## src/rtl/stopwatch_pkg.sv

```systemverilog
// Shared digit widths, digit limits, count-mode enum and the packed time record
// used by the stopwatch controller and its digit cells.
package stopwatch_pkg;

   localparam int MIN_W  = 4;
   localparam int SEC1_W = 3;
   localparam int SEC0_W = 4;
   localparam int DECI_W = 4;

   localparam int DECI_MAX = 9;
   localparam int SEC0_MAX = 9;
   localparam int SEC1_MAX = 5;

   typedef enum logic {
      MODE_UP   = 1'b0,
      MODE_DOWN = 1'b1
   } mode_e;

   typedef struct packed {
      logic [MIN_W-1:0]  min;
      logic [SEC1_W-1:0] sec1;
      logic [SEC0_W-1:0] sec0;
      logic [DECI_W-1:0] deci;
   } time_t;

   function automatic logic is_zero(time_t t);
      return t == '0;
   endfunction

endpackage

```

## src/rtl/bcd_digit_updown.sv

```systemverilog
// One registered decimal digit counting 0..MAX up or down; load beats enable.
// co_o flags the carry (up, at MAX) or borrow (down, at 0) of an enabled step.
module bcd_digit_updown
   import stopwatch_pkg::*;
#(
   parameter int W   = 4,
   parameter int MAX = 9
) (
   input  logic         clk,
   input  logic         clr_i,
   input  logic         load_i,
   input  logic [W-1:0] load_val_i,
   input  logic         en_i,
   input  logic         down_i,
   output logic [W-1:0] val_o,
   output logic         co_o
);

   localparam logic [W-1:0] MAX_V = W'(MAX);

   logic [W-1:0] val_q, val_d;

   always_comb begin
      val_d = val_q;
      if (load_i) begin
         val_d = load_val_i;
      end else if (en_i) begin
         if (down_i) begin
            val_d = (val_q == '0) ? MAX_V : val_q - 1'b1;
         end else begin
            val_d = (val_q == MAX_V) ? '0 : val_q + 1'b1;
         end
      end
   end

   always_ff @(posedge clk) begin
      if (clr_i) begin
         val_q <= '0;
      end else begin
         val_q <= val_d;
      end
   end

   assign val_o = val_q;
   assign co_o  = en_i && (down_i ? (val_q == '0) : (val_q == MAX_V));

endmodule

```

## src/rtl/stopwatch_ctrl.sv

```systemverilog
// min:sec1 sec0.deci stopwatch with start/stop, up/down count, preset load and tick prescaler.
// Optional lap-hold display is built when STOPWATCH_LAP_EN is defined.
module stopwatch_ctrl
   import stopwatch_pkg::*;
#(
   parameter int TICK_DIV = 1,
   parameter int MAX_MIN  = 9
) (
   input  logic              clk,
   input  logic              clr,
   input  logic              start_stop,
   input  logic              mode,
   input  logic              load,
   input  logic [MIN_W-1:0]  preset_min,
   input  logic [SEC1_W-1:0] preset_sec1,
   input  logic [SEC0_W-1:0] preset_sec0,
   input  logic [DECI_W-1:0] preset_deci,
   input  logic              lap,
   output logic [MIN_W-1:0]  min,
   output logic [SEC1_W-1:0] sec1,
   output logic [SEC0_W-1:0] sec0,
   output logic [DECI_W-1:0] deci,
   output logic              running,
   output logic              wrapped,
   output logic              done,
   output logic              lap_held
);

   localparam int               PW         = (TICK_DIV > 1) ? $clog2(TICK_DIV) : 1;
   localparam logic [PW-1:0]    PRESC_LAST = PW'(TICK_DIV - 1);
   localparam logic [MIN_W-1:0] MIN_MAX_V  = MIN_W'(MAX_MIN);

   typedef enum logic {
      ST_STOP = 1'b0,
      ST_RUN  = 1'b1
   } state_e;

   state_e        state_q, state_d;
   mode_e         mode_q, mode_d;
   logic          done_q, done_d;
   logic          wrapped_q, wrapped_d;
   logic [PW-1:0] presc_q, presc_d;

   time_t live, shown, preset_sat;
   logic  tick, adv, down, at_one;
   logic  deci_co, sec0_co, sec1_co, min_co;
   logic [MIN_W-1:0]  min_v;
   logic [SEC1_W-1:0] sec1_v;
   logic [SEC0_W-1:0] sec0_v;
   logic [DECI_W-1:0] deci_v;

   always_comb begin
      preset_sat.min  = (preset_min  > MIN_MAX_V)            ? MIN_MAX_V            : preset_min;
      preset_sat.sec1 = (preset_sec1 > SEC1_W'(SEC1_MAX))    ? SEC1_W'(SEC1_MAX)    : preset_sec1;
      preset_sat.sec0 = (preset_sec0 > SEC0_W'(SEC0_MAX))    ? SEC0_W'(SEC0_MAX)    : preset_sec0;
      preset_sat.deci = (preset_deci > DECI_W'(DECI_MAX))    ? DECI_W'(DECI_MAX)    : preset_deci;
   end

   // A tick coinciding with load or start_stop is dropped so stop freezes the digits.
   assign tick   = (state_q == ST_RUN) && (presc_q == PRESC_LAST);
   assign adv    = tick && !load && !start_stop;
   assign down   = (mode_q == MODE_DOWN);
   assign live   = {min_v, sec1_v, sec0_v, deci_v};
   assign at_one = (live.min == '0) && (live.sec1 == '0) && (live.sec0 == '0)
                   && (live.deci == DECI_W'(1));

   bcd_digit_updown #(.W(DECI_W), .MAX(DECI_MAX)) u_deci (
      .clk(clk), .clr_i(clr), .load_i(load), .load_val_i(preset_sat.deci),
      .en_i(adv), .down_i(down), .val_o(deci_v), .co_o(deci_co)
   );
   bcd_digit_updown #(.W(SEC0_W), .MAX(SEC0_MAX)) u_sec0 (
      .clk(clk), .clr_i(clr), .load_i(load), .load_val_i(preset_sat.sec0),
      .en_i(deci_co), .down_i(down), .val_o(sec0_v), .co_o(sec0_co)
   );
   bcd_digit_updown #(.W(SEC1_W), .MAX(SEC1_MAX)) u_sec1 (
      .clk(clk), .clr_i(clr), .load_i(load), .load_val_i(preset_sat.sec1),
      .en_i(sec0_co), .down_i(down), .val_o(sec1_v), .co_o(sec1_co)
   );
   bcd_digit_updown #(.W(MIN_W), .MAX(MAX_MIN)) u_min (
      .clk(clk), .clr_i(clr), .load_i(load), .load_val_i(preset_sat.min),
      .en_i(sec1_co), .down_i(down), .val_o(min_v), .co_o(min_co)
   );

   always_comb begin
      state_d   = state_q;
      mode_d    = mode_q;
      done_d    = done_q;
      wrapped_d = 1'b0;
      presc_d   = presc_q;
      if (load) begin
         state_d = ST_STOP;
         done_d  = 1'b0;
         presc_d = '0;
      end else if (start_stop) begin
         presc_d = '0;
         done_d  = 1'b0;
         if (state_q == ST_RUN) begin
            state_d = ST_STOP;
         end else if (!((mode_e'(mode) == MODE_DOWN) && is_zero(live))) begin
            // Starting a down count from zero would underflow, so it stays stopped.
            state_d = ST_RUN;
            mode_d  = mode_e'(mode);
         end
      end else if (state_q == ST_RUN) begin
         presc_d   = tick ? '0 : presc_q + 1'b1;
         wrapped_d = adv && !down && min_co;
         if (adv && down && at_one) begin
            state_d = ST_STOP;
            done_d  = 1'b1;
         end
      end
   end

   always_ff @(posedge clk) begin
      if (clr) begin
         state_q   <= ST_STOP;
         mode_q    <= MODE_UP;
         done_q    <= 1'b0;
         wrapped_q <= 1'b0;
         presc_q   <= '0;
      end else begin
         state_q   <= state_d;
         mode_q    <= mode_d;
         done_q    <= done_d;
         wrapped_q <= wrapped_d;
         presc_q   <= presc_d;
      end
   end

`ifdef STOPWATCH_LAP_EN
   logic  lap_held_q, lap_held_d;
   time_t hold_q, hold_d;

   always_comb begin
      lap_held_d = lap_held_q;
      hold_d     = hold_q;
      if (load) begin
         lap_held_d = 1'b0;
      end else if (lap) begin
         if ((state_q == ST_RUN) && !lap_held_q) begin
            lap_held_d = 1'b1;
            hold_d     = live;
         end else begin
            lap_held_d = 1'b0;
         end
      end
   end

   always_ff @(posedge clk) begin
      if (clr) begin
         lap_held_q <= 1'b0;
         hold_q     <= '0;
      end else begin
         lap_held_q <= lap_held_d;
         hold_q     <= hold_d;
      end
   end

   assign shown    = lap_held_q ? hold_q : live;
   assign lap_held = lap_held_q;
`else
   logic unused_lap;
   assign unused_lap = lap;
   assign shown      = live;
   assign lap_held   = 1'b0;
`endif

   assign min     = shown.min;
   assign sec1    = shown.sec1;
   assign sec0    = shown.sec0;
   assign deci    = shown.deci;
   assign running = (state_q == ST_RUN);
   assign wrapped = wrapped_q;
   assign done    = done_q;

endmodule

```

## config.mk

```make
export PLATFORM = sky130hd
export DESIGN_NAME = stopwatch_ctrl
export DESIGN_NICKNAME = d
export VERILOG_FILES = /design/src/rtl/stopwatch_pkg.sv /design/src/rtl/bcd_digit_updown.sv /design/src/rtl/stopwatch_ctrl.sv
export SDC_FILE = /design/constraint.sdc
export NUM_CORES = 1
export LEC_CHECK = 0
export ABC_AREA = 1
export CORE_ASPECT_RATIO = 2
export CORE_MARGIN = 2
export CORE_UTILIZATION = 50
export DETAILED_ROUTE_END_ITERATION = 7
export MAX_ROUTING_LAYER = met4
export PLACE_DENSITY = 0.93
export SYNTH_ARGS = -nofsm -noshare
export SYNTH_HDL_FRONTEND = slang
export SYNTH_HIERARCHICAL = 1
export SYNTH_SLANG_ARGS = --single-unit
```

## constraint.sdc

```tcl
create_clock -name clk -period 2.77 [get_ports clk]
set_clock_uncertainty 0.15 [all_clocks]
set_input_delay 0.554 -clock clk [delete_from_list [all_inputs] [get_ports clk]]
set_output_delay 0.554 -clock clk [all_outputs]
set_load 0.02 [all_outputs]
```

==> results.sh <==
export IMPL_outcome="finished, final reports clean"
export IMPL_grt_total_usage_pct=28.6
export IMPL_clk_insertion_delay_late_ps=270
export IMPL_drtAntennaViolNets=0
export IMPL_die_y_um=85
export IMPL_ys_top_cells_by_area="dfxtp_1, nand2_1, nor2_1"
export IMPL_synth_xor_area_share_pct=0
export IMPL_dieArea_um2=3780
export IMPL_cts_hold_buf=0
export IMPL_drtIter0Drc=121
export IMPL_finalSetupTns_ps=0
export IMPL_yosys_area_share_simple_pct=48.5
export IMPL_io_pins=40
export IMPL_initial_utilization_pct=52.0
export IMPL_syn_area_per_cell_um2=5.58
export IMPL_grt_pass1_wl_mm=8.19
export IMPL_dp_cells=371
export IMPL_cts_buffers=3
export IMPL_io_buffers=37
export IMPL_synth_top_cell_area_share_pct=24.4
export IMPL_p_leak_nw=1.01
export IMPL_maxSlewViolCount=0
export IMPL_final_cells=377
export IMPL_drive_gt1_share_pct=14.2
export IMPL_endpoint_kind="flop"
export IMPL_synth_seq_cells=20
export IMPL_fin_ws_ps=132
export IMPL_muxShareOfSynthArea_pct=0
export IMPL_cts_max_level=1
export IMPL_netSwitchingPower_uw=303
export IMPL_dpl_hpwl_mm=3.60
export IMPL_antenna_found_initial=0
export IMPL_yosys_area_top_type="dfxtp_1"
export IMPL_cp_max_fo=5
export IMPL_slew_headroom_pct=58.1
export IMPL_ys_seq_area_share_pct=24.4
export IMPL_final_hold_violation_count=0
export IMPL_setup_viol=0
export IMPL_clockPowerShare_pct=27.1
export IMPL_clkSinkCount=20
export IMPL_vdd_ir_drop_max_mv=0.402
export IMPL_netlist_instances=294
export IMPL_multi_input_area_um2=1090
export IMPL_place_congestion=0.889
export IMPL_wl_mm=5.12
export IMPL_pwr_density_cell_nw_per_um2=384
export IMPL_synth_top_family_by_area="simple AND/OR/NAND/NOR gates"
export IMPL_dr_pass1_iters=6
export IMPL_gr_total_overflow=0
export IMPL_max_freq_mhz=379
export IMPL_synth_distinct_cells=25
export IMPL_n_antenna_cell=0
export IMPL_cp_cell_sequence="clkdlybuf4s50_1 -> nor2_2 -> nand2_1 -> inv_2 -> inv_1 -> a211oi_2 -> inv_1 -> a211oi_2 -> inv_1 -> a211oi_2 -> nor2_1 -> a2111oi_1"
export IMPL_netlist_area_um2=1640
export IMPL_grt_max_degree=23
export IMPL_die_w_um=44.5
export IMPL_place_area_um2=2130
export IMPL_clockRootBuffer="clkbuf_8"
export IMPL_wl_per_cell_um=13.6
export IMPL_required_ps=2770
export IMPL_p_total_uw=857
export IMPL_area_delta_synth_final_pct=35.9
export IMPL_cts_tree="done"
export IMPL_sw_frac_of_total_pct=35.3
export IMPL_cp_start_kind="primary input"
export IMPL_min_period_ps=2640
export IMPL_intPower_uw=554
export IMPL_grt_pass1_vias=1915
export IMPL_synthAdderAreaFrac_pct=0
export IMPL_fin_nets=368
export IMPL_clkTransAtPathRegs_ps=80
export IMPL_pwr_share_comb_pct=33.8
export IMPL_pwr_share_seq_pct=39.1
export IMPL_synth_nets=315
export IMPL_worst_setup_path_type="in2reg"
export IMPL_arrival_ps=2640
export IMPL_fillers=261
export IMPL_vias_per_cell=5.68
export IMPL_cts_buffer_depth=2
export IMPL_num_vias=2142
export IMPL_worstMarginPinSlew_ps=627
export IMPL_hp_class="reg2reg"
export IMPL_std_cell_rows=29
export IMPL_layout_area_seq_um2=400
export IMPL_cpPeakStageDelay_ps=430
export IMPL_place_ws_ps=-393
export IMPL_synth_compound_area_share_pct=16.3
export IMPL_drc=0
export IMPL_core_um2=3160
export IMPL_max_cap_violations=0
export IMPL_crit_slowest_cell="clkdlybuf4s50_1"
export IMPL_final_area_um2=2230
export IMPL_yosys_warnings=6
export IMPL_period_share_pct=95.2
cell usage in the layout (no fill, tap or decap), types with 3 or more instances in the layout:
cell,count
inv_2,6
o21ai_0,3
buf_4,16
a21oi_1,10
nand2_2,3
nor2_1,53
clkdlybuf4s50_1,36
clkbuf_8,4
o211ai_1,3
a21oi_2,6
nor3_1,3
dfxtp_1,20
nand2_1,86
nand3_1,25
a22oi_1,3
a211oi_2,4
inv_1,34
nand4_1,4
o21ai_1,6
and2_1,3
a2111oi_1,3
nor2_2,8
per-stage QoR:
stage | util [%] | hold slack [ps]
floorplan | - | 274
global placement | 67.5 | 294
detailed placement | 67.5 | 308
CTS | 69.8 | 320
global route | 70.6 | 343
finish | 70.6 | 314
final timing paths:
check,start,to,slack [ps],cells past startpoint
min,done$_SDFFE_PP0P_,done$_SDFFE_PP0P_,310,2
min reg2reg,done$_SDFFE_PP0P_,done$_SDFFE_PP0P_,310,2
max,start_stop,u_min/val_o[0]$_SDFFE_PP0P_,130,12
max reg2reg,u_deci/val_o[3]$_SDFFE_PP0P_,u_min/val_o[0]$_SDFFE_PP0P_,310,10
logic make-up after synthesis:
group           count (synthesis)
compound gates                 40
buf+inv                        45
flops                          20
other cells                     1
simple gates                  188
power by group through the flow:
stage | sequential [mW] | combinational (mW) | clock (mW)
final | 0.335 | 0.290 | 0.232
after CTS | 0.334 | 0.282 | 0.236
after floorplan | 0.359 | 0.144 | 0
after global placement | 0.340 | 0.270 | 0
after global routing | 0.339 | 0.316 | 0.248
after detailed placement | 0.340 | 0.276 | 0
sequential cells by signal, summed over array words and instances (netlist names), 3 cells and up:
register	flops
u_min/val_o	4
u_deci/val_o	4
u_sec0/val_o	4
u_sec1/val_o	3
critical path: cells and delay by family:
family          cells  cell delay, ps
simple gates        3             360
compound gates      4             980
buf+inv             5             740
Yosys cell counts:
master      n
or2_1       1
nor2_1     53
a2111oi_1   3
clkbuf_1    4
inv_2       6
inv_1      34
dfxtp_1    20
nand3_2     1
nand4_1     4
nand2_1    86
a21oi_2     6
a22oi_1     3
and2_1      3
a21o_1      1
conb_1      1
buf_4       1
nor3_1      4
nand3_1    25
a21oi_1    10
o21ai_0     3
a211oi_1    5
nor2_2      8
o21ai_1     6
o211ai_1    3
nand2_2     3
routing by layer:
| layer | vias to the layer above | GRT usage (%) | part of all wire, % |
|---|---|---|---|
| met5 | - | - | 0 |
| met4 | 0 | 15.7 | 3.3 |
| met3 | 18 | 2.34 | 5.8 |
| met2 | 117 | 48.6 | 54 |
| met1 | 963 | 31.1 | 37 |
| li1 | 1044 | - | - |
repair_timing:
| item | CTS | global route |
|---|---|---|
| pin swaps | 1 | 6 |
| resized for setup | 3 | 3 |
| setup endpoints to repair | 5 | 5 |
| buffers inserted | 0 | 2 |
cell type report:
cell class	count	share of cell area [%]
Timing Repair Buffer	53	22.1
Tap cell	31	1.74
Sequential cell	20	18.0
Clock buffer	4	2.47
Inverter	40	6.73
Multi-Input combinational cell	229	49.0
Note: power is estimated with default switching activity, not from simulation.
